--- config.mk ---
export PLATFORM = sky130hd
export DESIGN_NAME = burst_sched
export DESIGN_NICKNAME = d
export VERILOG_FILES = /design/src/rtl/burst_sched_pkg.sv /design/src/rtl/burst_carrier.sv /design/src/rtl/burst_sched.sv
export SDC_FILE = /design/constraint.sdc
export NUM_CORES = 1
export LEC_CHECK = 0
export ABC_AREA = 1
export CAP_MARGIN = 15
export CELL_PAD_IN_SITES_DETAIL_PLACEMENT = 1
export CELL_PAD_IN_SITES_GLOBAL_PLACEMENT = 1
export CORE_MARGIN = 2
export CORE_UTILIZATION = 45
export CTS_BUF_LIST = sky130_fd_sc_hd__clkbuf_8
export DETAILED_ROUTE_END_ITERATION = 16
export PLACE_DENSITY = 0.78
export RECOVER_POWER = 25
export SKIP_LAST_GASP = 1
export SLEW_MARGIN = 20
export SYNTH_ARGS = -nofsm -noshare
export SYNTH_HDL_FRONTEND = slang
export SYNTH_SLANG_ARGS = --single-unit
--- constraint.sdc ---
create_clock -name clk -period 2.6 [get_ports clk]
set_input_delay 0.65 -clock clk [delete_from_list [all_inputs] [get_ports clk]]
set_output_delay 0.65 -clock clk [all_outputs]
set_load 0.02 [all_outputs]
--- src/rtl/burst_sched_pkg.sv ---
// Shared types and constants for the burst_sched gated-carrier sequencer.
package burst_sched_pkg;

   typedef enum logic [1:0] {
      IDLE = 2'd0,
      ON   = 2'd1,
      OFF  = 2'd2,
      FIN  = 2'd3
   } state_e;

   localparam logic [1:0] ADDR_PERIOD = 2'd0;
   localparam logic [1:0] ADDR_HIGH   = 2'd1;
   localparam logic [1:0] ADDR_ON     = 2'd2;
   localparam logic [1:0] ADDR_TOTAL  = 2'd3;

   localparam int MIN_PERIOD = 2;

endpackage

--- src/rtl/burst_carrier.sv ---
// Free-running carrier: period counter, high-time compare and period-end tick.
module burst_carrier #(
   parameter int CNT_W = 16
) (
   input  logic             clk,
   input  logic             rst,
   input  logic             en,
   input  logic             clr,
   input  logic [CNT_W-1:0] period,
   input  logic [CNT_W-1:0] high,
   output logic             carrier,
   output logic             tick
);

   logic [CNT_W-1:0] pc_q, pc_d;

   assign tick    = en && (pc_q == period - CNT_W'(1));
   // A high time at or above the period keeps the carrier high for the whole period.
   assign carrier = en && (pc_q < high);

   always_comb begin
      pc_d = pc_q;
      if (clr)     pc_d = '0;
      else if (en) pc_d = tick ? '0 : pc_q + CNT_W'(1);
   end

   // NOTE: sequential state uses non-blocking assignments only; the reset here is synchronous.
   always_ff @(posedge clk) begin
      if (rst) pc_q <= '0;
      else     pc_q <= pc_d;
   end

endmodule

--- src/rtl/burst_sched.sv ---
// Burst sequencer: register file, IDLE/ON/OFF/FIN FSM, window and burst counters.
// Optional macro BURST_SCHED_SOFT_STOP_EN turns stop into a finish-current-burst request.
module burst_sched
   import burst_sched_pkg::*;
#(
   parameter int CNT_W      = 16,
   parameter int DEF_PERIOD = 1316,
   parameter int DEF_HIGH   = 330,
   parameter int DEF_ON     = 21,
   parameter int DEF_TOTAL  = 84
) (
   input  logic             clk,
   input  logic             rst,
   input  logic             cfg_we,
   input  logic [1:0]       cfg_addr,
   input  logic [CNT_W-1:0] cfg_wdata,
   input  logic             start,
   input  logic             stop,
   input  logic [7:0]       burst_num,
   output logic             busy,
   output logic             done,
   output logic             carrier,
   output logic             window,
   output logic             z
);

   state_e           state_q, state_d;
   logic [CNT_W-1:0] period_q, period_d, high_q, high_d, on_q, on_d, total_q, total_d;
   logic [CNT_W-1:0] s_period_q, s_period_d, s_high_q, s_high_d;
   logic [CNT_W-1:0] s_on_q, s_on_d, s_total_q, s_total_d;
   logic [CNT_W-1:0] wc_q, wc_d;
   logic [7:0]       bn_q, bn_d, bc_q, bc_d;
   logic             z_q, z_d;

   logic [CNT_W-1:0] period_c, total_c, on_c;
   logic             active, tick, burst_end, last_burst;
   logic             start_ok, hard_stop, finish;

   assign period_c = (period_q < CNT_W'(MIN_PERIOD)) ? CNT_W'(MIN_PERIOD) : period_q;
   assign total_c  = (total_q == '0) ? CNT_W'(1) : total_q;
   assign on_c     = (on_q > total_c) ? total_c : on_q;

   assign active     = (state_q == ON) || (state_q == OFF);
   assign burst_end  = tick && (wc_q == s_total_q - CNT_W'(1));
   assign last_burst = (bn_q != 8'd0) && (bc_q + 8'd1 == bn_q);

`ifdef BURST_SCHED_SOFT_STOP_EN
   logic stop_pend_q, stop_pend_d;

   assign start_ok  = (state_q == IDLE) && start;
   assign hard_stop = 1'b0;
   assign finish    = last_burst || stop_pend_q || stop;

   always_comb begin
      stop_pend_d = stop_pend_q;
      if (state_q == IDLE)      stop_pend_d = 1'b0;
      else if (active && stop)  stop_pend_d = 1'b1;
   end

   always_ff @(posedge clk) begin
      if (rst) stop_pend_q <= 1'b0;
      else     stop_pend_q <= stop_pend_d;
   end
`else
   assign start_ok  = (state_q == IDLE) && start && !stop;
   assign hard_stop = active && stop;
   assign finish    = last_burst;
`endif

   burst_carrier #(.CNT_W(CNT_W)) u_carrier (
      .clk     (clk),
      .rst     (rst),
      .en      (active),
      .clr     (start_ok),
      .period  (s_period_q),
      .high    (s_high_q),
      .carrier (carrier),
      .tick    (tick)
   );

   always_comb begin
      // NOTE: every combinational output gets a default first so no latch is inferred.
      period_d   = period_q;
      high_d     = high_q;
      on_d       = on_q;
      total_d    = total_q;
      s_period_d = s_period_q;
      s_high_d   = s_high_q;
      s_on_d     = s_on_q;
      s_total_d  = s_total_q;
      wc_d       = wc_q;
      bn_d       = bn_q;
      bc_d       = bc_q;
      state_d    = state_q;

      if (state_q == IDLE && cfg_we) begin
         case (cfg_addr)
            ADDR_PERIOD: period_d = cfg_wdata;
            ADDR_HIGH:   high_d   = cfg_wdata;
            ADDR_ON:     on_d     = cfg_wdata;
            ADDR_TOTAL:  total_d  = cfg_wdata;
            default:     ;
         endcase
      end

      case (state_q)
         IDLE: begin
            if (start_ok) begin
               // The running sequence works only from these clamped copies.
               s_period_d = period_c;
               s_high_d   = high_q;
               s_on_d     = on_c;
               s_total_d  = total_c;
               bn_d       = burst_num;
               bc_d       = 8'd0;
               wc_d       = '0;
               state_d    = (on_c == '0) ? OFF : ON;
            end
         end
         ON, OFF: begin
            if (hard_stop) begin
               state_d = FIN;
            end else if (burst_end) begin
               wc_d    = '0;
               bc_d    = bc_q + 8'd1;
               state_d = finish ? FIN : ((s_on_q == '0) ? OFF : ON);
            end else if (tick) begin
               wc_d = wc_q + CNT_W'(1);
               if (state_q == ON && wc_q == s_on_q - CNT_W'(1)) state_d = OFF;
            end
         end
         FIN:     state_d = IDLE;
         default: state_d = IDLE;
      endcase

      z_d = carrier && window && !hard_stop;
   end

   always_ff @(posedge clk) begin
      if (rst) begin
         state_q    <= IDLE;
         period_q   <= CNT_W'(DEF_PERIOD);
         high_q     <= CNT_W'(DEF_HIGH);
         on_q       <= CNT_W'(DEF_ON);
         total_q    <= CNT_W'(DEF_TOTAL);
         s_period_q <= '0;
         s_high_q   <= '0;
         s_on_q     <= '0;
         s_total_q  <= '0;
         wc_q       <= '0;
         bn_q       <= 8'd0;
         bc_q       <= 8'd0;
         z_q        <= 1'b0;
      end else begin
         state_q    <= state_d;
         period_q   <= period_d;
         high_q     <= high_d;
         on_q       <= on_d;
         total_q    <= total_d;
         s_period_q <= s_period_d;
         s_high_q   <= s_high_d;
         s_on_q     <= s_on_d;
         s_total_q  <= s_total_d;
         wc_q       <= wc_d;
         bn_q       <= bn_d;
         bc_q       <= bc_d;
         z_q        <= z_d;
      end
   end

   assign busy   = (state_q != IDLE);
   assign done   = (state_q == FIN);
   assign window = (state_q == ON);
   assign z      = z_q;

endmodule
==> results.md <==
* Status: complete, but fails checks
* Failing checks: setup timing
* Pwr/cell area at 784 mW/mm2
* Final min period at about 2.9 ns
* First-pass GRT wire length at 53500 um
* Clk Latency, worst-skew pair at 0.52 ns
* CP Launch Point: total_q[2]
* Leakage at 5.35 nW
* Actual slew at the worst max-slew pin at ~1.0 ns
* Proportion of layout cells with a drive suffix above 1 at 0.179
* Worst reg-to-reg setup slack at -0.28 ns
* # Max-Cap Violations at 0
* Synth cell types at 44
* Post-Syn Area at between 0.009 and 0.01 mm2
* Crit path DAT at between 3 and 4 ns
* IO buf count at 35
* Vias at 9995
* CTS buffer count at 17
* Power Total at approximately 0.0095 W
* Clock transition at path regs at between 0.1 and 0.15 ns
* Total global routing overflow at 0
* Number of H-tree levels at 4
* Period utilization at 1.11
* Yosys warning count at 0
* Syn Area/Cell at roughly 6.9 um2
* Crit path depth at 25
* DR vias/cell at roughly 5.5
* DRT Pass-1 Iters at 5
* Slowest Stage Delay on Critical Path at around 0.37 ns
* Yosys reg bits at 179
* CP max stage cell: dfxtp_2
* Fin util at 0.571
* Post-synth EDFFs at 0
* CP Class: reg -> reg
* FF-to-FF path depth at 25
* Clk sink count at about 180
* Nets at approximately 1600
* Post-DP HPWL at between 20000 and 30000 um
* DR iter-0 viols at slightly above 700
* Gpl congestion at 0.873
* Total Wirelength at around 36000 um
* Crit. End Element: register
* Initial antenna violation count at 0
* Startpoint class of the critical path: register
* Reg2reg start: total_q[2]
* WL/cell at just under 20 um
* Starting Density at 0.460
* Pin count of the biggest net entering global routing at approximately 60
* Core area at roughly 0.021 mm2
* Largest cells by area after synthesis: dfxtp_1, nand2_1, nor2_1, inv_1, o21ai_0
* TritonCTS clock tree: yes
* # rows at 53
* Hold Crit Class: reg -> reg
* DRC Markers at 0
* Commonest non-fill, non-tap cells in the layout: nand2_1, nor2_1, inv_1
* Gr usage total at 0.310
* RSZ-0062 raised after global routing: yes
* Rel. slew slack at 0.317
* Buffers plus inverters on the worst setup path at 3
* CTS max path bufs at 2
* Final setup violating endpoints at 6
* Net Count, Synth at ~1500
* Final Hold Viols at 0
* Post-synthesis instance total at between 1000 and 1500
* Post-synth top area share at 0.368
* Ys flop type: dfxtp_1
* CTS Root Cell: clkbuf_8
* FF-to-FF End: state_q[1]
* Worst Path Required at between 3 and 4 ns
* Num ports at 36
* Min Hold Slack at ~0.47 ns
* Die extent in y at roughly 150 um
* Area Growth Syn to Fin at 24.0%
* Fmax at around 0.35 GHz
* Most frequent CP cell: nand2_2
* Post-route worst setup slack at -0.283 ns
* Remaining antenna violation count at 0
* Cell taking the most area after synthesis: dfxtp_1
* Async S/R FF share, synth at 0
* Max Slew Vio Count at 0
* Top cell family by delay on the critical path: simple AND/OR/NAND/NOR gates
* Fin Clk Skew at between 0.02 and 0.03 ns
* Maximum VDD drop at around 0.00038 V
* DIE WIDTH at roughly 150 um
* CP endpoint: state_q[1]
* Vias in the first global route at around 9800
* Seq/Total Area, Yosys at 0.368
* Commonest non-fill, non-tap cell in the layout: nand2_1
* Layout fillers at between 2000 and 3000
* Crit-path max FO at 7
* Die area at around 0.023 mm2
* Number of diodes at 0
[cell families after synthesis]
group | Yosys count | synth area share
DFF | 179 | 0.368
AOI/OAI and AO/OA | 258 | 0.145
xor gates and xnor gates | 75 | 0.0675
buffers and inverters | 230 | 0.0920
and+or+nand+nor | 631 | 0.275
adders and majority gates | 41 | 0.0527
[power by group]
part	total, W	switching (W)	internal [W]	leakage [nW]
logic	0.00404	0.00250	0.00154	3.66
clock network	0.00220	0.00140	0.000802	0.223
registers	0.00322	0.000221	0.00300	1.46
total	0.00946	0.00412	0.00534	5.35
[per-stage QoR]
step	setup TNS (ns)	instance area (um2)	setup slack, ns	instances
2_1_floorplan	0	9730	0.346	1414
3_3_place_gp	-0.215	11100	-0.141	1780
3_5_place_dp	-0.419	11100	-0.188	1780
4_1_cts	-0.449	11800	-0.157	1822
5_1_grt	-1.61	12100	-0.341	1826
6_report	-1.09	12100	-0.283	1826
[repair_timing]
action	CTS	global route
pin swaps	32	40
buffers inserted	9	4
hold buffers	0	0
gates resized for setup	62	68
gates cloned	1	0
endpoints found under the setup margin	7	30
[worst min path at each step]
stage / start / endpoint / slack, ns / cells after the start
floorplan: s_high_q[0] / s_high_q[0] / 0.42 / 2
global placement: high_q[2] / high_q[2] / 0.44 / 2
detailed placement: high_q[2] / high_q[2] / 0.45 / 2
CTS: high_q[2] / high_q[2] / 0.46 / 2
global route: high_q[2] / high_q[2] / 0.49 / 2
finish: high_q[2] / high_q[2] / 0.47 / 2
[synth_stat cells (3+ instances only)]
| master | n |
|---|---|
| nand4_1 | 14 |
| o211ai_1 | 10 |
| xnor2_1 | 17 |
| nor3_1 | 21 |
| nand2_1 | 293 |
| buf_1 | 5 |
| nand2_2 | 7 |
| o22ai_1 | 28 |
| a21oi_1 | 81 |
| nand3b_1 | 5 |
| a31oi_1 | 3 |
| nor2_2 | 5 |
| dfxtp_1 | 179 |
| nor2_4 | 3 |
| nor2_1 | 188 |
| o21ai_1 | 4 |
| inv_1 | 180 |
| nor4_1 | 7 |
| ha_1 | 41 |
| nand3_1 | 79 |
| nor3b_1 | 3 |
| o21ai_0 | 116 |
| o31ai_1 | 5 |
| a32o_1 | 3 |
| clkbuf_1 | 29 |
| buf_2 | 9 |
| xor2_1 | 58 |
[per-layer routing]
metal / wire [um] / global-route usage
met1: 16600 / 0.428
met2: 16600 / 0.490
met3: 1730 / 0.0581
met4: 1040 / 0.0972
met5: 0 / 0
[worst reg2reg max path: cells and delay by family (launching register included)]
family,cells,cell delay [ns]
fa+ha+maj,1,0.14
buf+inv,3,0.30
flops,1,0.37
compound gates,1,0.14
simple gates,20,1.89
[cell type report]
| type | count | area, um2 | area share |
|---|---|---|---|
| tap | 275 | 344 | 0.0285 |
| timing repair buffer | 151 | 1290 | 0.107 |
| multi-input combinational | 1005 | 5670 | 0.470 |
| clock inverter | 15 | 224 | 0.0186 |
| clock buffer | 17 | 234 | 0.0194 |
| sequential | 179 | 3610 | 0.299 |
| inverter | 184 | 696 | 0.0576 |
(Power assumes the default switching activity.)
